[src/rtl/rvx10_pkg.sv]
// rvx10_pkg: types and constants shared by the RVX10 pipeline stages.
//   ctrl_t   : main decode control bundle (RegWrite is the MSB)
//   ALUOP_*  : ALU operation class driven to the EX ALU decoder
//   RES_*    : writeback result source select
//   OP_*     : RV32I major opcodes plus the CUSTOM-0 extension opcode
//   CTRL_NOP : all-zero control bundle, a side-effect-free bubble
package rvx10_pkg;

  typedef struct packed {
    logic       reg_write;
    logic       mem_write;
    logic       mem_to_reg;
    logic       alu_src;
    logic       branch;
    logic       jump;
    logic [1:0] alu_op;
    logic [1:0] result_src;
  } ctrl_t;

  localparam logic [1:0] ALUOP_ADD = 2'b00;
  localparam logic [1:0] ALUOP_BR  = 2'b01;
  localparam logic [1:0] ALUOP_FN  = 2'b10;

  localparam logic [1:0] RES_ALU = 2'b00;
  localparam logic [1:0] RES_MEM = 2'b01;
  localparam logic [1:0] RES_PC4 = 2'b10;

  localparam logic [6:0] OP_LOAD    = 7'b0000011;
  localparam logic [6:0] OP_STORE   = 7'b0100011;
  localparam logic [6:0] OP_RTYPE   = 7'b0110011;
  localparam logic [6:0] OP_ITYPE   = 7'b0010011;
  localparam logic [6:0] OP_BRANCH  = 7'b1100011;
  localparam logic [6:0] OP_JAL     = 7'b1101111;
  localparam logic [6:0] OP_JALR    = 7'b1100111;
  localparam logic [6:0] OP_LUI     = 7'b0110111;
  localparam logic [6:0] OP_AUIPC   = 7'b0010111;
  localparam logic [6:0] OP_CUSTOM0 = 7'b0001011;

  localparam ctrl_t CTRL_NOP = '0;

  // True when a control bundle could change architectural state.
  function automatic logic ctrl_has_effect(input ctrl_t c);
    return c.reg_write | c.mem_write | c.branch | c.jump;
  endfunction

endpackage

[src/rtl/pipe_reg_en_clr.sv]
// pipe_reg_en_clr: generic W-bit pipeline register.
//   clk    : clock, rising edge
//   i_srst : synchronous active-high reset, forces zero
//   i_en   : load i_d when high
//   i_clr  : force zero; dominates i_en
//   i_d    : next value
//   o_q    : registered value
module pipe_reg_en_clr #(
  parameter int W = 8
) (
  input  logic         clk,
  input  logic         i_srst,
  input  logic         i_en,
  input  logic         i_clr,
  input  logic [W-1:0] i_d,
  output logic [W-1:0] o_q
);

  logic [W-1:0] r_q;

  always_ff @(posedge clk) begin
    if (i_srst || i_clr) begin
      r_q <= '0;
    end else if (i_en) begin
      r_q <= i_d;
    end
  end

  assign o_q = r_q;

endmodule

[src/rtl/id_ex_reg.sv]
// id_ex_reg: ID/EX pipeline register of the RVX10 core.
//   clk, reset            : clock and synchronous active-high reset
//   stall_e               : hold every EX-side output
//   flush_e               : replace the incoming instruction with a bubble
//   valid_d, ctrl_d, ...  : decoded instruction from the ID stage
//   valid_e, ctrl_e, ...  : registered copies presented to EX
//   bubble_cnt            : saturating count of bubbles written into EX
// Every output comes straight from a flop.
module id_ex_reg
  import rvx10_pkg::*;
#(
  parameter int XLEN  = 32,
  parameter int CNT_W = 32
) (
  input  logic              clk,
  input  logic              reset,
  input  logic              stall_e,
  input  logic              flush_e,
  input  logic              valid_d,
  input  ctrl_t             ctrl_d,
  input  logic [2:0]        funct3_d,
  input  logic              funct7b5_d,
  input  logic [6:0]        opcode_d,
  input  logic [XLEN-1:0]   rd1_d,
  input  logic [XLEN-1:0]   rd2_d,
  input  logic [4:0]        rs1_d,
  input  logic [4:0]        rs2_d,
  input  logic [4:0]        rd_d,
  input  logic [XLEN-1:0]   imm_ext_d,
  input  logic [XLEN-1:0]   pc_d,
  input  logic [XLEN-1:0]   pc_plus4_d,
  output logic              valid_e,
  output ctrl_t             ctrl_e,
  output logic [2:0]        funct3_e,
  output logic              funct7b5_e,
  output logic [6:0]        opcode_e,
  output logic [XLEN-1:0]   rd1_e,
  output logic [XLEN-1:0]   rd2_e,
  output logic [4:0]        rs1_e,
  output logic [4:0]        rs2_e,
  output logic [4:0]        rd_e,
  output logic [XLEN-1:0]   imm_ext_e,
  output logic [XLEN-1:0]   pc_e,
  output logic [XLEN-1:0]   pc_plus4_e,
  output logic [CNT_W-1:0]  bubble_cnt
);

  localparam int CTRL_W = $bits(ctrl_t);
  localparam int DATA_W = 3 + 1 + 7 + 3 * 5 + 5 * XLEN;

  ctrl_t              w_ctrl_d;
  logic [DATA_W-1:0]  w_data_d;
  logic [DATA_W-1:0]  w_data_q;
  logic               w_load;
  logic               w_bubble;
  logic               r_valid;
  logic [CNT_W-1:0]   r_bubble_cnt;

  // A non-instruction from ID must never carry live control into EX,
  // whatever the decoder happened to leave on ctrl_d.
  assign w_ctrl_d = valid_d ? ctrl_d : CTRL_NOP;

  assign w_load   = !stall_e;
  // Newly written valid_e is 0: either flushed, or a plain load of a bubble.
  assign w_bubble = flush_e || (!stall_e && !valid_d);

  pipe_reg_en_clr #(.W(CTRL_W)) u_ctrl_reg (
    .clk    (clk),
    .i_srst (reset),
    .i_en   (w_load),
    .i_clr  (flush_e),
    .i_d    (w_ctrl_d),
    .o_q    (ctrl_e)
  );

  // Register indices are zeroed on flush along with the rest so hazard
  // logic in EX sees x0 and never forwards from a bubble.
  assign w_data_d = {funct3_d, funct7b5_d, opcode_d, rd1_d, rd2_d,
                     rs1_d, rs2_d, rd_d, imm_ext_d, pc_d, pc_plus4_d};

  pipe_reg_en_clr #(.W(DATA_W)) u_data_reg (
    .clk    (clk),
    .i_srst (reset),
    .i_en   (w_load),
    .i_clr  (flush_e),
    .i_d    (w_data_d),
    .o_q    (w_data_q)
  );

  assign {funct3_e, funct7b5_e, opcode_e, rd1_e, rd2_e,
          rs1_e, rs2_e, rd_e, imm_ext_e, pc_e, pc_plus4_e} = w_data_q;

  always_ff @(posedge clk) begin
    if (reset) begin
      r_valid      <= 1'b0;
      r_bubble_cnt <= '0;
    end else begin
      if (flush_e) begin
        r_valid <= 1'b0;
      end else if (!stall_e) begin
        r_valid <= valid_d;
      end
      // Saturate rather than wrap so a long-running debug read stays sane.
      if (w_bubble && (r_bubble_cnt != {CNT_W{1'b1}})) begin
        r_bubble_cnt <= r_bubble_cnt + CNT_W'(1);
      end
    end
  end

  assign valid_e    = r_valid;
  assign bubble_cnt = r_bubble_cnt;

endmodule

[config.mk]
export PLATFORM = sky130hd
export DESIGN_NAME = id_ex_reg
export DESIGN_NICKNAME = d
export VERILOG_FILES = /design/src/rtl/rvx10_pkg.sv /design/src/rtl/pipe_reg_en_clr.sv /design/src/rtl/id_ex_reg.sv
export SDC_FILE = /design/constraint.sdc
export NUM_CORES = 1
export LEC_CHECK = 0
export ABC_AREA = 1
export BUFFER_PORTS_ARGS = -buffer_cell sky130_fd_sc_hd__clkbuf_2
export CAP_MARGIN = 25
export CORE_AREA = 2 2 168 170
export DETAILED_ROUTE_END_ITERATION = 10
export DIE_AREA = 0 0 170 172
export PLACE_DENSITY = 0.59
export SETUP_SLACK_MARGIN = 0.4
export SYNTH_ARGS = -nofsm -noshare
export SYNTH_HDL_FRONTEND = slang
export SYNTH_SLANG_ARGS = --single-unit
[constraint.sdc]
create_clock -name clk -period 2.9 [get_ports clk]
set_input_delay 0.58 -clock clk [delete_from_list [all_inputs] [get_ports clk]]
set_output_delay 0.58 -clock clk [all_outputs]
set_load 0.02 [all_outputs]
# Yosys cells after proc, flatten, opt, wreduce, memory -nomap -nowiden
# Cells that the tools add are included.
# word_totals
ff_bits,229
in_bits,201
out_inout_bits,229
word_cells,14
# op_classes
addsub,1
n_eq_ne,1
n_mux,1
n_reduce_logical,7
# op_table
cell,count
$add 32x1->32 const B,1
$ne 32x32->1 const B,1
$mux 10,1
$logic_and 1x1->1,2
$logic_not 1->1,2
$logic_or 1x1->1,2
$reduce_or 2->1,1

# Logic depth before layout (Yosys ltp)
# logic_depth
word_depth,4
mapped_depth,10

# Hierarchy
# A second synthesis with hierarchy kept.
# hier_totals
cells_unflattened,1591
area_unflattened_um2,10067.2
# by_module_without_submodules
mod,n_inst,cells_per_inst,area_per_inst_um2
pipe_reg_en_clr (u_data_reg),1,1178,7522.2
id_ex_reg,1,350,2135.8
pipe_reg_en_clr (u_ctrl_reg),1,63,409.1

# Worst setup path before layout
# OpenSTA, ideal clock, no wires.
# synth_path
kind,reg-to-reg
from,"register r_bubble_cnt[0], in the netlist bubble_cnt[0]"
to,"register r_bubble_cnt[23], in the netlist bubble_cnt[23]"
setup_ns,0.115
arrival_time_ns,1.610
setup_slack_ns,1.174
stages_incl_launch_ff,10
path_buffers,1
synth_period_minus_slack_ns,1.726
cell_sequence,dfxtp_1 -> ha_1 -> nand2_2 -> nor2_4 -> nand2_4 -> nor2_8 -> nand3_4 -> buf_6 -> a21oi_1 -> nor2_1
# synth_via
elab_chain_len,2
elab_cells_between_ends,3
classes_between,add/sub (1); eq/ne (1); reduce/logical (1)
# synth_lines
element,line,rtl
"start, declared",id_ex_reg.sv:57,logic [CNT_W-1:0] r_bubble_cnt;
"start signal, assigned",id_ex_reg.sv:105,r_bubble_cnt <= r_bubble_cnt + CNT_W'(1);
"parallel branches: the longest is 2 deep, another holds $add 32x1->32",--,
# Several ways; the timed one is not identified.
# A chain may end at the register's enable or synchronous reset.

# Worst setup path after layout
# layout_path
from,"register r_bubble_cnt[0], in the netlist bubble_cnt[0]"
to,"register r_bubble_cnt[7], in the netlist bubble_cnt[7]"
# Same word-level chain as after synthesis.

==> metrics.cfg <==
[synthesis]
synth_seq_cells=229
synth_sequential_area_ratio_pct=52.6
yosys.area.top_type_share_pct=52.6
syn-instance-count=1170
ys_warn_count=0
syn_nets=1372
synth_most_common_cell=sky130_fd_sc_hd__nand2_1
ys_dominant_reg_cell=sky130_fd_sc_hd__dfxtp_1
number_of_library_cell_types_mapped_by_synthesis=31
synth_async_sr_flop_share_pct=0
area_leader_netlist=sky130_fd_sc_hd__dfxtp_1
post_synthesis_instance_area_sq_mm=0.00872
synth.top_cells.by_area=sky130_fd_sc_hd__dfxtp_1 53%, sky130_fd_sc_hd__nand2_1 21%, sky130_fd_sc_hd__a21oi_1 13%
synth_edf_count=0
synth.top_cells.by_count=484 x sky130_fd_sc_hd__nand2_1, 229 x sky130_fd_sc_hd__dfxtp_1, 220 x sky130_fd_sc_hd__a21oi_1, 69 x sky130_fd_sc_hd__nor2_1
synth_area_per_cell_sq_um=7.45

[detailed_routing]
routed-via-count=8884
detail_route.drc_violations=0
route.detailed.vias_per_inst=4.59
wl_per_cell_um=15.1
routed_wirelength_um=29200
ant_nets=0
number_of_iterations_in_the_first_detailed_routing_pass=4
dr.first_iter.drc_count=455

[final_layout]
finalNetCount=1770
area_delta_synth_final_pct=39.0
drive_gt1_share_pct=32.9
antenna_diodes=0

[clock_network]
post-cts-setup-buffer-count=0
ctsResizeCount=0
clock-sinks=229
holdBufCountCts=0
cts_root_buffer=sky130_fd_sc_hd__clkbuf_16
tritoncts=done
cts.htree.levels=1
max-clock-path-buffers=3
number_of_buffers_created_by_cts=26
clk_pin_slew_ns=0.06
worst_skew_pair.late_latency_ns=0.53

[timing]
finalWorstSetupSlack_ns=1.02
timing_worst_slew_pin_value_ns=0.898
report.final.setup_viol=0
slew-limit-headroom_pct=40.2
final.min_clock_period_ns=1.88
number_of_failing_hold_endpoints_at_the_final_stage=0
final.period_utilization_pct=64.9
clock_tree_skew_after_final_layout_ns=0.0135
final.setup.tns_ns=0
pins_over_their_slew_limit=0
fmaxAchievable_ghz=0.531
grt_setup_unrepaired=false

[floorplan]
fp.dieH_um=172
dieArea_sq_mm=0.0292
floorplan.die.width_um=170
num_rows=61
design.portCount=430
core_region_area_sq_mm=0.0275
initial_utilization_pct=31.7

[power]
power_density_mw_per_mm2=636
leakagePower_nw=5.58
vdd.ir_drop.worst_uv=419

[setup_path]
r2r.worst_path.cells=8
arr_time_crit_path_ns=2.30
timing.critical_path.fanout_max=34
timing.critical_path.from_type=register
worstSetupPathType=register to register
critical_path.endpoint_type=register
worstPathRequired_ns=3.32

[grt]
grt_first_pass_wirelength_um=43200
grt_remaining_overflow=0
grt_usage_pct=18.4
first_global_vias=8021
grt_max_degree=174
grt_antenna_before_repair=0

[run]
max_cap_viol_count=0

[placement]
port-buffer-count=429
hpwlAfterDp_um=21000
preCtsSetupSlack_ns=0.869
routabilityCongestion=0.839

[worst_hold_path]
hold_path_class=input port to register
hold_depth=3

[outcome]
outcome=finished clean

==> kinds of logic (layout without fill, tap and decap cells) <==
logic type | after synthesis | in the layout | share of synthesized area (%)
AOI/OAI and AO/OA | 230 | 230 | 13.5
xor gates and xnor gates | 6 | 6 | 0.602
adders and majority gates | 1 | 1 | 0.143
buffers and inverters | 98 | 516 | 5.11
DFF | 229 | 229 | 52.6
and+or+nand+nor | 606 | 606 | 28.0
==> layout by cell type (no fill, tap or decap), drive strengths merged <==
| cell | count |
|---|---|
| nand3 | 30 |
| buf | 14 |
| and2 | 1 |
| dfxtp | 229 |
| clkinvlp | 2 |
| nor2 | 78 |
| nand3b | 1 |
| ha | 1 |
| nand4 | 3 |
| clkinv | 7 |
| xnor2 | 2 |
| nor3 | 1 |
| inv | 26 |
| nand2 | 491 |
| xor2 | 4 |
| clkbuf | 460 |
| bufinv | 7 |
| o21ai | 3 |
| a21oi | 227 |
| or2 | 1 |
==> critical path, cell delays in order, from the launching register on <==
cell	delay, ns
sky130_fd_sc_hd__dfxtp_1	0.39
sky130_fd_sc_hd__ha_1	0.19
sky130_fd_sc_hd__nand2_2	0.08
sky130_fd_sc_hd__nor2_4	0.18
sky130_fd_sc_hd__nand2_4	0.10
sky130_fd_sc_hd__nor2_8	0.16
sky130_fd_sc_hd__nand3_4	0.32
sky130_fd_sc_hd__a21oi_1	0.27
sky130_fd_sc_hd__nor2_1	0.07
==> routing by layer <==
layer / up-vias / track usage [%] / part of all wire [%]
met1: 3993 / 22.2 / 41
li1: 4531 / - / -
met3: 43 / 5.13 / 8.2
met2: 317 / 31.9 / 48
met5: - / 0 / 0
met4: 0 / 5.39 / 2.6
==> worst paths after layout <==
path                             from                   to  slack, ns
setup reg to reg        bubble_cnt[0]        bubble_cnt[7]       1.02
hold / removal              rd2_d[13]  u_data_reg.o_q[124]       0.27
hold reg to reg   u_data_reg.o_q[117]  u_data_reg.o_q[117]       0.46
setup / recovery        bubble_cnt[0]        bubble_cnt[7]       1.02
==> cell type report <==
class | instances | area (sq um)
clock buffers | 32 | 724
clock inverters | 16 | 264
fillers | 2902 | 15400
inverters | 26 | 103
multi-input cells | 843 | 3700
flip-flops and latches | 229 | 4580
well taps | 346 | 433
repair buffers | 442 | 2310
==> sequential cells by signal, indices dropped and copies added (netlist names) <==
register / count
valid_e: 1
u_ctrl_reg.o_q: 10
bubble_cnt: 32
u_data_reg.o_q: 186
==> power breakdown <==
part           switching, mW  internal, mW  leakage (nW)
registers             0.0501          3.24          1.86
logic                  0.424         0.250          3.23
clock network           1.36          2.39         0.483
total                   1.83          5.88          5.58
==> per-stage QoR <==
| stage | instance area [sq um] | cells | power, mW | util, % | hold slack [ns] |
|---|---|---|---|---|---|
| after CTS | 12100 | 1934 | 7.83 | 44.1 | 0.244 |
| final | 12100 | 1934 | 7.71 | 44.1 | 0.274 |
| after detailed placement | 11100 | 1886 | 4.04 | 40.5 | 0.452 |
| after global placement | 11100 | 1886 | 4.03 | 40.5 | 0.446 |
| after floorplan | 8720 | 1170 | 3.72 | - | 0.533 |
| after global routing | 12100 | 1934 | 8.01 | 44.1 | 0.264 |
(Power assumes the default switching activity.)
